==> config.mk <==
export PLATFORM = sky130hd
export DESIGN_NAME = opt_rand_gen
export DESIGN_NICKNAME = d
export VERILOG_FILES = /design/src/rtl/opt_rand_gen.sv
export SDC_FILE = /design/constraint.sdc
export NUM_CORES = 1
export LEC_CHECK = 0
export ABC_AREA = 1
export ABC_CLOCK_PERIOD_IN_PS = 2800
export BUFFER_PORTS_ARGS = -buffer_cell sky130_fd_sc_hd__buf_2
export CORE_UTILIZATION = 49
export CTS_CLUSTER_DIAMETER = 60
export DETAILED_ROUTE_END_ITERATION = 12
export PLACE_DENSITY_LB_ADDON = 0.12
export SLEW_MARGIN = 25
export SYNTH_ARGS = -nofsm -noshare
export SYNTH_HDL_FRONTEND = slang
export SYNTH_SLANG_ARGS = --single-unit
==> constraint.sdc <==
create_clock -name clk -period 2.8 [get_ports clk]
set_input_delay 0.42 -clock clk [delete_from_list [all_inputs] [get_ports clk]]
set_output_delay 0.42 -clock clk [all_outputs]
set_load 0.03 [all_outputs]
==> src/rtl/opt_rand_gen.sv <==
// opt_rand_gen: move-proposal generator for one annealing replica.
// Keeps a private xorshift64 state and draws city indices by rejection
// sampling. Each request yields one or-opt, 2-opt or through descriptor,
// along with two 32-bit random words for the metropolis and exchange steps.
// Optional macro OPT_RAND_RETRY_LIMIT_EN bounds the number of rejected
// draws per move and reports an abort on o_err.
module opt_rand_gen #(
    parameter int CITY_NUM  = 32,
    parameter int BASE_W    = 5,
    parameter int MAX_SEG   = 3,
    parameter int RETRY_MAX = 63,
    parameter int CW        = $clog2(CITY_NUM)
) (
    input  logic                           clk,
    input  logic                           reset,
    input  logic                           seed_we,
    input  logic [63:0]                    seed_i,
    output logic [63:0]                    seed_o,
    input  logic [BASE_W-1:0]              base_id,
    input  logic                           start,
    input  logic [1:0]                     mode,
    output logic                           busy,
    output logic                           out_valid,
    input  logic                           out_ready,
    output logic [1:0]                     o_com,
    output logic [BASE_W-1:0]              o_base_id,
    output logic [CW-1:0]                  o_k,
    output logic [CW-1:0]                  o_l,
    output logic [$clog2(MAX_SEG+1)-1:0]   o_seg,
    output logic [31:0]                    o_r_met,
    output logic [31:0]                    o_r_exc,
    output logic                           o_err
);

    localparam int SW = $clog2(MAX_SEG+1);

    localparam logic [1:0] COM_THR = 2'd0;
    localparam logic [1:0] COM_OR  = 2'd1;
    localparam logic [1:0] COM_TWO = 2'd2;

    typedef enum logic [2:0] {
        S_IDLE, S_K, S_SEG, S_L, S_MET, S_EXC, S_OUT
    } state_t;

    state_t         state;
    logic [63:0]    seed;
    logic [1:0]     com_reg;
    logic [CW-1:0]  k_reg;
    logic [SW-1:0]  seg_reg;

    logic [63:0]    x1, x2, nxt;
    logic [31:0]    cand_idx, cand_seg, k_ext, seg_ext;
    logic [1:0]     mode_com;
    logic           accept, draw_state, do_draw;
    logic           k_ok, seg_ok, l_in_range, l_in_window, l_far;
    logic           l_accept, l_back;
    logic           abort;

    assign seed_o = seed;

    // Next xorshift64 value and the candidates carved out of it
    assign x1 = seed ^ (seed << 13);
    assign x2 = x1 ^ (x1 >> 7);
    assign nxt = x2 ^ (x2 << 17);

    assign cand_idx = 32'(nxt[CW-1:0]);
    assign cand_seg = 32'(nxt[SW-1:0]);
    assign k_ext    = 32'(k_reg);
    assign seg_ext  = 32'(seg_reg);

    // Mode 3 is folded into THR so the datapath only ever sees three commands
    assign mode_com = (mode == 2'd1) ? COM_OR :
                      (mode == 2'd2) ? COM_TWO : COM_THR;

    assign accept = (state == S_IDLE) && start && !out_valid;

    // A seed load overrides the draw of that cycle; the state simply waits
    assign draw_state = ((state == S_K) && (com_reg != COM_THR)) ||
                        (state == S_SEG) || (state == S_L) ||
                        (state == S_MET) || (state == S_EXC);
    assign do_draw = draw_state && !seed_we;

    // Acceptance windows for each draw state
    assign k_ok = (com_reg == COM_OR) ?
                  (cand_idx >= 32'd1 && cand_idx <= 32'(CITY_NUM - 1)) :
                  (cand_idx >= 32'd1 && cand_idx <= 32'(CITY_NUM - 2));
    assign seg_ok = (cand_seg >= 32'd1) && (cand_seg <= 32'(MAX_SEG)) &&
                    (k_ext + cand_seg - 32'd1 <= 32'(CITY_NUM - 1));
    assign l_in_range  = cand_idx <= 32'(CITY_NUM - 1);
    assign l_in_window = (cand_idx >= k_ext - 32'd1) &&
                         (cand_idx <= k_ext + seg_ext - 32'd1);
    assign l_far       = (cand_idx >= k_ext + 32'd2) || (k_ext >= cand_idx + 32'd2);

    assign l_accept = (com_reg == COM_OR) ? (l_in_range && !l_in_window)
                                          : (l_in_range && l_far);
    assign l_back   = (com_reg == COM_OR) ? (l_in_range && l_in_window)
                                          : !(l_in_range && l_far);

`ifdef OPT_RAND_RETRY_LIMIT_EN
    logic [5:0] attempts;
    logic       err_q;
    logic       reject;

    assign reject = do_draw && (((state == S_K) && !k_ok) ||
                                ((state == S_SEG) && !seg_ok) ||
                                ((state == S_L) && !l_accept));
    assign abort  = reject && ((32'(attempts) + 32'd1) == 32'(RETRY_MAX));
    assign o_err  = err_q;

    // Attempt counter per move and sticky abort flag cleared by the transfer
    always_ff @(posedge clk) begin
        if (reset) begin
            attempts <= '0;
            err_q    <= 1'b0;
        end else begin
            if (accept)
                attempts <= '0;
            else if (reject)
                attempts <= attempts + 6'd1;
            if (abort)
                err_q <= 1'b1;
            else if (out_valid && out_ready)
                err_q <= 1'b0;
        end
    end
`else
    assign abort = 1'b0;
    assign o_err = 1'b0;
`endif

    // Move sequencer: seed register, draw states and registered descriptor
    always_ff @(posedge clk) begin
        if (reset) begin
            state     <= S_IDLE;
            seed      <= 64'h1;
            com_reg   <= COM_THR;
            k_reg     <= '0;
            seg_reg   <= '0;
            busy      <= 1'b0;
            out_valid <= 1'b0;
            o_com     <= COM_THR;
            o_base_id <= '0;
            o_k       <= '0;
            o_l       <= '0;
            o_seg     <= '0;
            o_r_met   <= '0;
            o_r_exc   <= '0;
        end else begin
            if (seed_we)
                seed <= seed_i;
            else if (do_draw)
                seed <= nxt;

            if (abort) begin
                o_com     <= COM_THR;
                o_k       <= '0;
                o_l       <= '0;
                o_seg     <= '0;
                out_valid <= 1'b1;
                busy      <= 1'b0;
                state     <= S_OUT;
            end else begin
                case (state)
                    S_IDLE: begin
                        if (accept) begin
                            o_base_id <= base_id;
                            com_reg   <= mode_com;
                            busy      <= 1'b1;
                            state     <= S_K;
                        end
                    end
                    S_K: begin
                        if (com_reg == COM_THR) begin
                            o_com     <= COM_THR;
                            o_k       <= '0;
                            o_l       <= '0;
                            o_seg     <= '0;
                            out_valid <= 1'b1;
                            busy      <= 1'b0;
                            state     <= S_OUT;
                        end else if (do_draw && k_ok) begin
                            k_reg   <= nxt[CW-1:0];
                            seg_reg <= '0;
                            state   <= (com_reg == COM_OR) ? S_SEG : S_L;
                        end
                    end
                    S_SEG: begin
                        if (do_draw && seg_ok) begin
                            seg_reg <= nxt[SW-1:0];
                            state   <= S_L;
                        end
                    end
                    S_L: begin
                        if (do_draw && l_accept) begin
                            if (com_reg == COM_OR) begin
                                o_k   <= k_reg;
                                o_l   <= nxt[CW-1:0];
                                o_seg <= seg_reg;
                            end else begin
                                o_k   <= (cand_idx < k_ext) ? nxt[CW-1:0] : k_reg;
                                o_l   <= (cand_idx < k_ext) ? k_reg : nxt[CW-1:0];
                                o_seg <= '0;
                            end
                            state <= S_MET;
                        end else if (do_draw && l_back) begin
                            state <= S_K;
                        end
                    end
                    S_MET: begin
                        if (do_draw) begin
                            o_r_met <= nxt[31:0];
                            state   <= S_EXC;
                        end
                    end
                    S_EXC: begin
                        if (do_draw) begin
                            o_r_exc   <= nxt[31:0];
                            o_com     <= com_reg;
                            out_valid <= 1'b1;
                            busy      <= 1'b0;
                            state     <= S_OUT;
                        end
                    end
                    S_OUT: begin
                        if (out_ready) begin
                            out_valid <= 1'b0;
                            state     <= S_IDLE;
                        end
                    end
                    default: state <= S_IDLE;
                endcase
            end
        end
    end

endmodule

After elaboration in Yosys (flattened, before gate mapping)
Index checks and enable logic that the tools add are counted.
Word-level totals
  input port bits: 76
  output and inout bits: 150
  word-level logic and storage cells: 145
  register bits: 161
Cells by class
  equality and inequality tests: 20
  bitwise operators: 4
  reduce and logical (&&, ||, !) cells: 44
  muxes and demuxes: 45
  add/sub/neg operators: 7
  $lt $le $gt $ge: 11
Operators by type and width (count)
  $mux W64: 2
  $xor A64 B64 Y64: 2
  $xor A64 B57 Y64: 1
  $mux W5: 7
  $ge A5 B32 Y1: 1
  $le A32 B5 Y1 const B: 1
  $le A5 B32 Y1: 1
  $mux W3: 9
  $pmux W3 S7: 1
  $pmux W5 S2: 2
  $mux W2: 9
  $logic_and A1 B1 Y1: 16
  $sub A6 B1 Y7 const B: 2
  $add A5 B2 Y6: 2
  $add A5 B2 Y6 const B: 2
  $ge A5 B6 Y1: 2
  $pmux W2 S2: 3
  $reduce_and A4 Y1: 3
  $le A5 B5 Y1 const B: 2
  $mux W1: 10
  $ne A2 B2 Y1 const B: 5
  $reduce_bool A2 Y1: 5
  $eq A3 B3 Y1 const B: 3
  $reduce_and A3 Y1: 3
  other kinds (20): 37

Depth between registers and ports, before layout
Gate-level depths: netlist (run 1).
  word-level depth: 13
  mapped depth: 25
  mapped depth without buffers: 24

Least setup slack after synthesis (run 1)
OpenSTA, ideal clock, no wires.
  path kind: reg-to-reg
  from: reg k_reg[1]
  to: reg state[1]
  library setup time: 114 ps
  stages on the path, launching flop included: 25
  required time: 2686 ps
  clock period less this slack: 3021 ps
  arrival time: 2907 ps
  path slack: -221 ps
  path buffers: 1
  path through: dfxtp_1 inv_1 ha_1 inv_1 ha_1 inv_1 fa_1 xnor2_1 ha_1 nand2_1 inv_1 nand3_1 o21ai_0 nor2_1 nand2_1 nand3_1 nand3_2 nand2_4 buf_6 inv_4 nand2_4 nand2_4 nand2_1 nand2_1 nor2_2
Between the ends
  cells in the longest elaborated chain, start to end: 10
  elaborated cells between the ends (all ways): 29
  classes of those cells: 6 x add/sub; 5 x order compare; 2 x eq/ne; 4 x mux; 12 x reduce/logical
RTL lines
  start: declaration: RTL line 48  | logic [CW-1:0] k_reg;
  start signal: assignment: RTL line 182  | k_reg <= nxt[CW-1:0];
  $add A5 B2 Y6: RTL line 91  | (cand_idx <= k_ext + seg_ext - 32'd1);
  $sub A6 B1 Y7: RTL line 91
  $le A5 B32 Y1: RTL line 91
  $logic_and A1 B1 Y1: RTL line 90  | assign l_in_window = (cand_idx >= k_ext - 32'd1) &&
  $logic_not A1 Y1: RTL line 94  | assign l_accept = (com_reg == COM_OR) ? (l_in_range && !l_in_window)
  $logic_and A1 B1 Y1: RTL line 94
  $mux W1: RTL line 94
  $logic_and A1 B1 Y1: RTL line 194  | if (do_draw && l_accept) begin
  $ne A3 B1 Y1 (no line) / $mux W3 (equally long branches)
  $reduce_and A7 Y1 (no line) / $pmux W3 S7 (equally long branches)
  end signal: assignment: RTL line 184  | state <= (com_reg == COM_OR) ? S_SEG : S_L;
  end: declaration: RTL line 45  | state_t state;
Parallel ways exist; a longest one is shown, timed or not.
A chain may end at the register's enable or synchronous reset.

Worst setup path after layout (run 1)
  from: reg seg_reg[1]
  to: reg state[1]
Between the ends
  cells in the longest elaborated chain, start to end: 10
  elaborated cells between the ends (all ways): 15
  classes of those cells: 2 x add/sub; 1 x order compare; 1 x eq/ne; 4 x mux; 7 x reduce/logical
RTL lines
  start: declaration: RTL line 49  | logic [SW-1:0] seg_reg;
  start signal: assignment: RTL line 189  | seg_reg <= nxt[SW-1:0];
  $add A5 B2 Y6 (*): RTL line 91
  $sub A6 B1 Y7 (*): RTL line 91
  $le A5 B32 Y1 (*): RTL line 91
  $logic_and A1 B1 Y1 (*): RTL line 90
  $logic_not A1 Y1: RTL line 94
  $logic_and A1 B1 Y1: RTL line 94
  $mux W1: RTL line 94
  $logic_and A1 B1 Y1: RTL line 194
  $ne A3 B1 Y1 (no line) / $mux W3 (equally long branches)
  $reduce_and A7 Y1 (no line) / $pmux W3 S7 (equally long branches)
Every way passes the cells marked *; elsewhere a longest branch is shown, timed or not.

==> results of run 1 <==
area by class of cell:
| class | instances | area, um^2 |
|---|---|---|
| flip-flops and latches | 161 | 3230 |
| clock inverters | 13 | 118 |
| clock buffers | 19 | 433 |
| well taps | 229 | 287 |
| inverters | 104 | 408 |
| repair buffers | 272 | 1510 |
| fillers | 1710 | 6680 |
| multi-input cells | 909 | 5360 |
per-stage QoR:
| step | util [%] | TNS (ns) | instances |
|---|---|---|---|
| 6_report | 62.9 | -0.450 | 1707 |
| 5_1_grt | 62.9 | -2.93 | 1707 |
| 4_1_cts | 62.4 | -0.301 | 1706 |
| 3_5_place_dp | 59.0 | -0.459 | 1670 |
| 3_3_place_gp | 59.0 | -0.0266 | 1670 |
| 2_1_floorplan | - | 0 | 1227 |
cell usage in the layout (no fill, tap or decap), types with 11 or more instances in the layout:
cell type,netlist,layout
xor2_1,47,47
nand2_1,332,321
inv_1,89,82
nor2_1,91,85
buf_4,1,46
nand3_1,16,15
nand2_2,3,12
clkbuf_16,0,17
ha_1,43,41
xnor2_1,96,95
buf_2,9,223
a31oi_1,53,53
a21oi_1,90,88
o21ai_0,63,62
dfxtp_1,161,157
inv_2,7,11
report_power, final:
| group | internal (uW) | leakage, uW | switching [uW] | total [uW] |
|---|---|---|---|---|
| sequential | 2640 | 0.00132 | 439 | 3080 |
| combinational | 2080 | 0.00365 | 4000 | 6080 |
| clock | 1170 | 0.000267 | 1090 | 2260 |
timing repair:
| action | in CTS | in global routing |
|---|---|---|
| resized for setup | 5 | 24 |
| pin swaps | 7 | 16 |
| endpoints found under the hold margin | 0 | 0 |
| setup buffers | 3 | 1 |
| gates cloned | 1 | 0 |
| endpoints found under the setup margin | 15 | 17 |
cell families after synthesis:
| family | after synthesis | share of synthesized area [%] |
|---|---|---|
| xor+xnor | 144 | 14.1 |
| compound gates | 251 | 16.1 |
| fa+ha+maj | 44 | 6.16 |
| buf+inv | 158 | 6.99 |
| other cells | 1 | 0.0414 |
| flops | 161 | 35.6 |
| simple gates | 468 | 21.0 |
final timing paths:
kind / cells after the start / from / endpoint / slack (ns)
worst max-delay path: 23 / seg_reg[1] / state[1] / -0.07
worst min-delay path: 3 / base_id[2] / o_base_id[2] / 0.20
worst max register to register: 23 / seg_reg[1] / state[1] / -0.07
worst min register to register: 2 / o_r_met[7] / o_r_met[7] / 0.46
routing by layer:
layer  wire length [um]  global-route usage, %  part of all wire [%]
met3               2480                   4.61                   8.2
met4                908                   12.4                   3.0
met2              13000                   45.0                    43
met1              13700                   46.1                    46
met5                  0                      0                     0
worst register-to-register path, delay by kind of cell (launching register included):
family	cells	cell delay [ns]
adders and majority gates	4	1.01
AOI/OAI and AO/OA	1	0.12
buffers and inverters	5	0.28
xor gates and xnor gates	1	0.15
and+or+nand+nor	12	0.88
DFF	1	0.33
==> flow_summary.json, run 1 <==
{
  "status": "complete, but fails checks",
  "violations": "setup timing",
  "synth.avg_cell_area_um2": 7.38,
  "syn-num-nets": 1347,
  "synthCells": 1227,
  "ctsHoldBuffers": 0,
  "timing_hold_violations_final": 0,
  "crit_buf_inv": 5,
  "grt_first_pass_wirelength_um": 44300,
  "io_buffers": 224,
  "synth-edff-count": 0,
  "die_y_um": 138,
  "ctsRootBufferMaster": "clkbuf_16",
  "io_pins": 226,
  "syn_to_final_growth_pct": 25.3,
  "synthTopCellsByArea": "dfxtp_1 (36%), nand2_1 (14%), xnor2_1 (9.3%), ha_1 (5.9%), a21oi_1 (5.0%)",
  "slowest_stage": "fa_2",
  "grt_max_degree": 127,
  "row_count": 49,
  "vias_per_cell": 5.40,
  "powerDensity_nw_per_um2": 1010,
  "yosysSeqAreaShare_pct": 35.6,
  "maxCapViolCount": 0,
  "cts_tree": "yes",
  "grt_pass1_vias": 7916,
  "synthFlopType": "dfxtp_1",
  "antenna_found_initial": 0,
  "post-route-period-util_pct": 102,
  "vdd_drop_max_mv": 0.722,
  "die_area_um2": 19000,
  "yosys.area.top_type_share_pct": 35.6,
  "power.total_uw": 11400,
  "startpoint_type": "register",
  "synth_cell_types": 49,
  "drc": 0,
  "whs_ns": 0.198,
  "synth.most_common_cell": "nand2_1",
  "hold_path_class": "in -> reg",
  "p_leak_uw": 0.00523,
  "dpl_cell_area_um2": 10600,
  "worst_pin_slew_ns": 1.05,
  "synth_area_um2": 9060,
  "fin_nets": 1585,
  "post-place-ws_ns": -0.103,
  "worstPathRequired_ns": 3.13,
  "critPathMaxFanout": 6,
  "fin_crit_ns": 2.87,
  "core_um2": 18000,
  "htree_num_levels": 4,
  "gp_congestion": 0.913,
  "ant_nets": 0,
  "cts_inserted_buffers": 17,
  "setup-violations-final": 13,
  "relSlewSlack_pct": 29.5,
  "drt_iter0_drc": 702,
  "rsz0062_at_grt": "yes",
  "synth_top_area_cell": "dfxtp_1",
  "finalWirelength_um": 30100,
  "fin_area_um2": 11300,
  "synthArstFlopShare_pct": 0,
  "cp_top_family": "adder cells",
  "vias": 9223,
  "diodes": 0,
  "dieWidth_um": 138,
  "overflow": 0,
  "max_freq_mhz": 349,
  "clkTransAtPathRegs_ns": 0.08,
  "wl_per_cell_um": 17.6,
  "ys_seq_elements": 161,
  "synth_warnings": 0,
  "drive_gt1_share_pct": 25.0,
  "start_util_pct": 50.2,
  "path_cells": "inv_2, ha_4, inv_4, ha_4, inv_2, fa_2, xnor2_2, ha_1, nand2_1, inv_1, nand3_1, o21ai_1, nor2_1, nand2_1, nand3_2, nand3_4, nand2_8, inv_4, nand2_4, nand2_8, nand2_2, nand2_2, nor2_2",
  "finalClockSkew_ns": 0.0130,
  "endpoint_kind": "register",
  "arrival_ns": 3.20,
  "slew_viol_final": 0,
  "critPathMaxStageDelay_ns": 0.36,
  "clk_latency_ns": 0.44,
  "cts.sinks": 161,
  "post-dp-hpwl_um": 21700,
  "firstDrtPassIters": 4,
  "cts_buffer_depth": 2,
  "grt_util_all_layers_pct": 31.2,
  "largest_register_ffs": 64,
  "worst_slack_ns": -0.0657,
  "crit_type": "reg -> reg",
  "synth.cells.most_frequent": "nand2_1 (332), dfxtp_1 (161), xnor2_1 (96)"
}
(Power assumes the default switching activity.)
==> run 2, diff against run 1 <==
--- a/config.mk
+++ b/config.mk
@@ -8,7 +8,9 @@
 export ABC_AREA = 1
 export ABC_CLOCK_PERIOD_IN_PS = 2800
 export BUFFER_PORTS_ARGS = -buffer_cell sky130_fd_sc_hd__buf_2
-export CORE_UTILIZATION = 49
+export CELL_PAD_IN_SITES_DETAIL_PLACEMENT = 1
+export CELL_PAD_IN_SITES_GLOBAL_PLACEMENT = 2
+export CORE_UTILIZATION = 27
 export CTS_CLUSTER_DIAMETER = 60
 export DETAILED_ROUTE_END_ITERATION = 12
 export PLACE_DENSITY_LB_ADDON = 0.12
==> flow_summary.json, run 2 (synthesis gave the netlist of run 1 again) <==
{
  "p_clk_share_pct": 19.7,
  "die_area_um2": 34300,
  "vias": 9113,
  "worst_pin_slew_ns": 0.843,
  "ctsRootBufferMaster": "clkbuf_16",
  "crit_type": "reg -> reg",
  "vdd_drop_max_mv": 0.467,
  "path_cells": "inv_6, ha_4, inv_4, ha_4, inv_2, fa_2, xnor2_2, ha_1, nand2_1, inv_2, nand3_1, o21ai_1, nor2_1, nand2_2, nand3_2, nand3_4, nand2_8, nand2_8, or2_1, a21oi_2",
  "crit_buf_inv": 4,
  "postLayoutCoreUtil_pct": 36.1,
  "firstDrtPassIters": 4,
  "mostFrequentLayoutCells": "nand2_1 (319), buf_2 (223), dfxtp_1 (158), xnor2_1 (95), nor2_1 (86)",
  "arrival_ns": 3.29,
  "io_pins": 226,
  "post-route-period-util_pct": 104,
  "endpoint_kind": "register",
  "largest_register_ffs": 64,
  "cts_inserted_buffers": 17,
  "fillerInstances": 4102,
  "hold_path_startpoint": "base_id[3]",
  "wl_per_cell_um": 19.9,
  "finalWirelength_um": 38500,
  "drive_gt1_share_pct": 26.3,
  "r2r-start": "k_reg[1]",
  "power.internal_uw": 6050,
  "pwr-share-comb_pct": 54.5,
  "clk_latency_ns": 0.45,
  "whs_ns": 0.196,
  "drc": 0,
  "ant_nets": 0,
  "critPathMaxStageDelay_ns": 0.37,
  "cts_buffer_depth": 2,
  "row_count": 66,
  "drt_iter0_drc": 436,
  "cp-startpoint": "k_reg[1]",
  "status": "complete, but fails checks",
  "slew_viol_final": 0,
  "io_buffers": 224,
  "startpoint_type": "register",
  "slowest_stage": "dfxtp_4",
  "worstPathRequired_ns": 3.18,
  "worst_slack_ns": -0.113,
  "grt_pass1_vias": 9205,
  "gp_congestion": 0.810,
  "rsz0062_at_grt": "yes",
  "start_util_pct": 27.6,
  "maxCapViolCount": 0,
  "core_um2": 32800,
  "diodes": 0,
  "cts_tree": "yes",
  "die_y_um": 185,
  "seq_power_share_pct": 25.9,
  "powerDensity_nw_per_um2": 1010,
  "syn_to_final_growth_pct": 30.8,
  "setup-violations-final": 15,
  "htree_num_levels": 4,
  "grt_util_all_layers_pct": 22.8,
  "critPathMaxFanout": 7,
  "overflow": 0,
  "relSlewSlack_pct": 43.6,
  "cts.sinks": 161,
  "cp_top_family": "adder cells",
  "vias_per_cell": 4.71,
  "fin_nets": 1599,
  "hold_path_class": "in -> reg",
  "clkTransAtPathRegs_ns": 0.07,
  "max_freq_mhz": 343,
  "p_sw_uw": 5950,
  "layout_commonest_cell": "nand2_1",
  "grt_first_pass_wirelength_um": 57400,
  "post-dp-hpwl_um": 29200,
  "timing_hold_violations_final": 0,
  "sw_frac_of_total_pct": 49.6,
  "antenna_found_initial": 0,
  "fin_crit_ns": 2.91,
  "dieWidth_um": 185,
  "finalClockSkew_ns": 0.0139,
  "grt_max_degree": 107,
  "violations": "setup timing",
  "p_leak_uw": 0.00533
}
## run 2: final timing paths
kind	endpoint	slack [ns]	depth (start not counted)
setup / recovery	o_k[1]	-0.11	20
hold reg to reg	o_r_met[6]	0.46	2
setup reg to reg	o_k[1]	-0.11	20
hold / removal	o_base_id[3]	0.20	3
## run 2: layout make-up
cell class / instances / area (um^2) / share of cell area [%]
Sequential cell: 161 / 3230 / 27.3
Inverter: 104 / 408 / 3.44
Tap cell: 442 / 553 / 4.67
Clock buffer: 17 / 425 / 3.59
Timing Repair Buffer: 286 / 1680 / 14.2
Multi-Input combinational cell: 909 / 5400 / 45.6
Clock inverter: 15 / 150 / 1.27
## run 2: what timing repair did
action / in CTS / in global routing
buffers inserted: 5 / 1
hold buffers: 0 / 0
resized for setup: 7 / 33
pin swaps: 14 / 12
cloned: 1 / 0
endpoints found under the setup margin: 15 / 15
## run 2: layer usage
metal,vias up,share of wire (%),wire [um],global-route usage (%)
met5,-,0,0,0
met2,189,47,18100,37.2
met4,0,1.6,620,6.64
met3,29,3.9,1520,3.76
li1,4495,-,-,-
met1,4400,48,18300,30.8
## run 2: power by group through the flow
stage	Sequential (uW)	Clock, uW	Combinational [uW]
5_1_grt	3150	2500	7120
3_3_place_gp	3160	0	6270
6_report	3100	2360	6540
3_5_place_dp	3150	0	6320
2_1_floorplan	3620	0	3530
4_1_cts	3110	2410	6460
## run 2: tightest hold or removal path, delay by kind of cell
family,cells,cell delay [ns]
simple gates,2,0.12
buf+inv,1,0.08
## run 2: metrics by stage
stage               setup TNS, ns  worst slack (ns)  total power, uW  instances  cell area [um^2]
global placement           -0.144           -0.0525             9430       1895             11000
CTS                         -1.12            -0.118            12000       1933             11700
finish                      -1.11            -0.113            12000       1934             11800
floorplan                       0            0.0131             7150       1227              9100
global route                -4.07            -0.297            12800       1934             11800
detailed placement         -0.510            -0.129             9480       1895             11000
==> run 3, diff against run 2 <==
--- a/config.mk
+++ b/config.mk
@@ -14,6 +14,7 @@
 export CTS_CLUSTER_DIAMETER = 60
 export DETAILED_ROUTE_END_ITERATION = 12
 export PLACE_DENSITY_LB_ADDON = 0.12
+export REMOVE_ABC_BUFFERS = 1
 export SLEW_MARGIN = 25
 export SYNTH_ARGS = -nofsm -noshare
 export SYNTH_HDL_FRONTEND = slang
==> flow_summary.json, run 3 (synthesis gave the netlist of run 1 again) <==
{
  "highest_layer": "met5",
  "cts.sinks": 161,
  "overflow": 0,
  "setup-violations-final": 13,
  "r2r-start": "seg_reg[1]",
  "r2r-end": "o_k[1]",
  "hold_path_class": "in -> reg",
  "worstPathRequired_ns": 3.17,
  "firstDrtPassIters": 4,
  "post-place-ws_ns": -0.239,
  "ff2ff_setup_slack_ns": -0.06,
  "ctsHoldBuffers": 0,
  "grt_max_degree": 109,
  "arrival_ns": 3.22,
  "io_pins": 226,
  "timing_hold_violations_final": 0,
  "postLayoutCoreUtil_pct": 35.8,
  "finalClockSkew_ns": 0.0127,
  "max_freq_mhz": 350,
  "critPathMaxFanout": 7,
  "dieWidth_um": 185,
  "cp-startpoint": "seg_reg[1]",
  "drc": 0,
  "maxCapViolCount": 0,
  "io_buffers": 224,
  "dpl_cell_area_um2": 11000,
  "largest_register_ffs": 64,
  "grt_first_pass_wirelength_um": 55400,
  "start_util_pct": 27.6,
  "clk_latency_ns": 0.44,
  "rsz0062_at_grt": "yes",
  "ant_nets": 0,
  "slew_viol_final": 0,
  "worst_slack_ns": -0.0569,
  "die_area_um2": 34300,
  "ctsRootBufferMaster": "clkbuf_16",
  "met2_length_um": 17500,
  "finalWirelength_um": 36600,
  "hold_path_startpoint": "base_id[4]",
  "fin_cells": 1933,
  "cts_buffer_depth": 2,
  "htree_num_levels": 4,
  "grt_pass1_vias": 9101,
  "violations": "setup timing",
  "cts_inserted_buffers": 17,
  "vdd_drop_max_mv": 0.466,
  "status": "complete, but fails checks",
  "layout_commonest_cell": "nand2_1",
  "whs_path_depth": 3,
  "dp_cells": 1896,
  "cts_tree": "yes",
  "row_count": 66,
  "wl_per_cell_um": 18.9,
  "vias_per_cell": 4.66,
  "crit_end": "o_k[1]",
  "endpoint_kind": "register",
  "post-dp-hpwl_um": 27200,
  "powerDensity_nw_per_um2": 985,
  "startpoint_type": "register",
  "antenna_found_initial": 3,
  "fin_crit_ns": 2.86,
  "mostFrequentLayoutCells": "nand2_1 (328), buf_2 (223), dfxtp_1 (158), xnor2_1 (95)",
  "drt_iter0_drc": 372,
  "grt_util_all_layers_pct": 21.7,
  "clkTransAtPathRegs_ns": 0.07,
  "diodes": 0,
  "vias": 9005,
  "crit_type": "reg -> reg",
  "post-route-period-util_pct": 102,
  "relSlewSlack_pct": 56.6,
  "gp_congestion": 0.841,
  "worst_pin_slew_ns": 0.650,
  "syn_to_final_growth_pct": 29.7,
  "timing.setup.tns_ns": -0.501,
  "drive_gt1_share_pct": 24.9,
  "fin_nets": 1598,
  "core_um2": 32800,
  "met3_length_um": 1370,
  "p_leak_uw": 0.00532,
  "wl_met1_um": 17300,
  "r2r_cells": 21,
  "fin_area_um2": 11700,
  "die_y_um": 185
}
==> run 3: changes by cell type in the layout (fill, tap and decap cells not counted), moves of 3 or more <==
cell	delta
clkinv_8	-3
nand2_2	-7
a21oi_2	-6
clkbuf_8	+3
nand2_1	+9
a21oi_1	+6
==> run 3: through the flow <==
step	power, uW	hold slack (ns)
global route	12400	0.204
detailed placement	9090	0.450
CTS	11700	0.180
global placement	9020	0.450
floorplan	7010	0.453
finish	11600	0.199
==> run 3: area by class of cell <==
cell class              instances  area (um^2)
clock buffers                  21          470
clock inverters                11          128
fillers                      4124        21000
inverters                     104          400
multi-input cells             909         5320
flip-flops and latches        161         3230
well taps                     442          553
repair buffers                285         1650
==> run 3: how the worst min path moves through the flow <==
| stage | slack [ns] | endpoint |
|---|---|---|
| finish | 0.20 | o_base_id[4] |
| global route | 0.20 | o_base_id[1] |
| CTS | 0.18 | o_base_id[4] |
| detailed placement | 0.45 | o_r_met[2] |
| global placement | 0.45 | o_r_met[31] |
| floorplan | 0.45 | seg_reg[0] |
==> run 3: metal layers <==
| layer | vias up | global-route usage [%] |
|---|---|---|
| li1 | 4480 | - |
| met3 | 32 | 3.99 |
| met4 | 6 | 4.99 |
| met2 | 188 | 36.9 |
| met1 | 4299 | 28.3 |
| met5 | - | 0 |
==> run 3: worst max-delay path, cell delays in order (launching register included) <==
cell and delay [ns]:
dfxtp_2 0.33, inv_2 0.05, ha_4 0.23, inv_2 0.06
ha_4 0.13, inv_2 0.03, fa_2 0.36, xnor2_2 0.14
ha_1 0.30, nand2_1 0.05, inv_1 0.06, nand2_1 0.06
nand2_1 0.06, nand2_1 0.05, nand2_1 0.06, nand2_1 0.06
nand3_1 0.08, nand3_2 0.10, nand2_4 0.16, nand2_8 0.08
or2_1 0.22, a21oi_1 0.11
==> run 3: what timing repair did <==
item	4_1_cts	5_1_grt
setup endpoints to repair	15	15
setup buffers	3	1
cloned	1	0
gates resized for setup	20	8
pin swaps	15	12
==> run 3: report_power, final <==
part | total (uW) | internal [uW] | switching (uW)
clock | 2480 | 1390 | 1090
sequential | 3070 | 2640 | 427
combinational | 6030 | 2100 | 3930
total | 11600 | 6130 | 5440
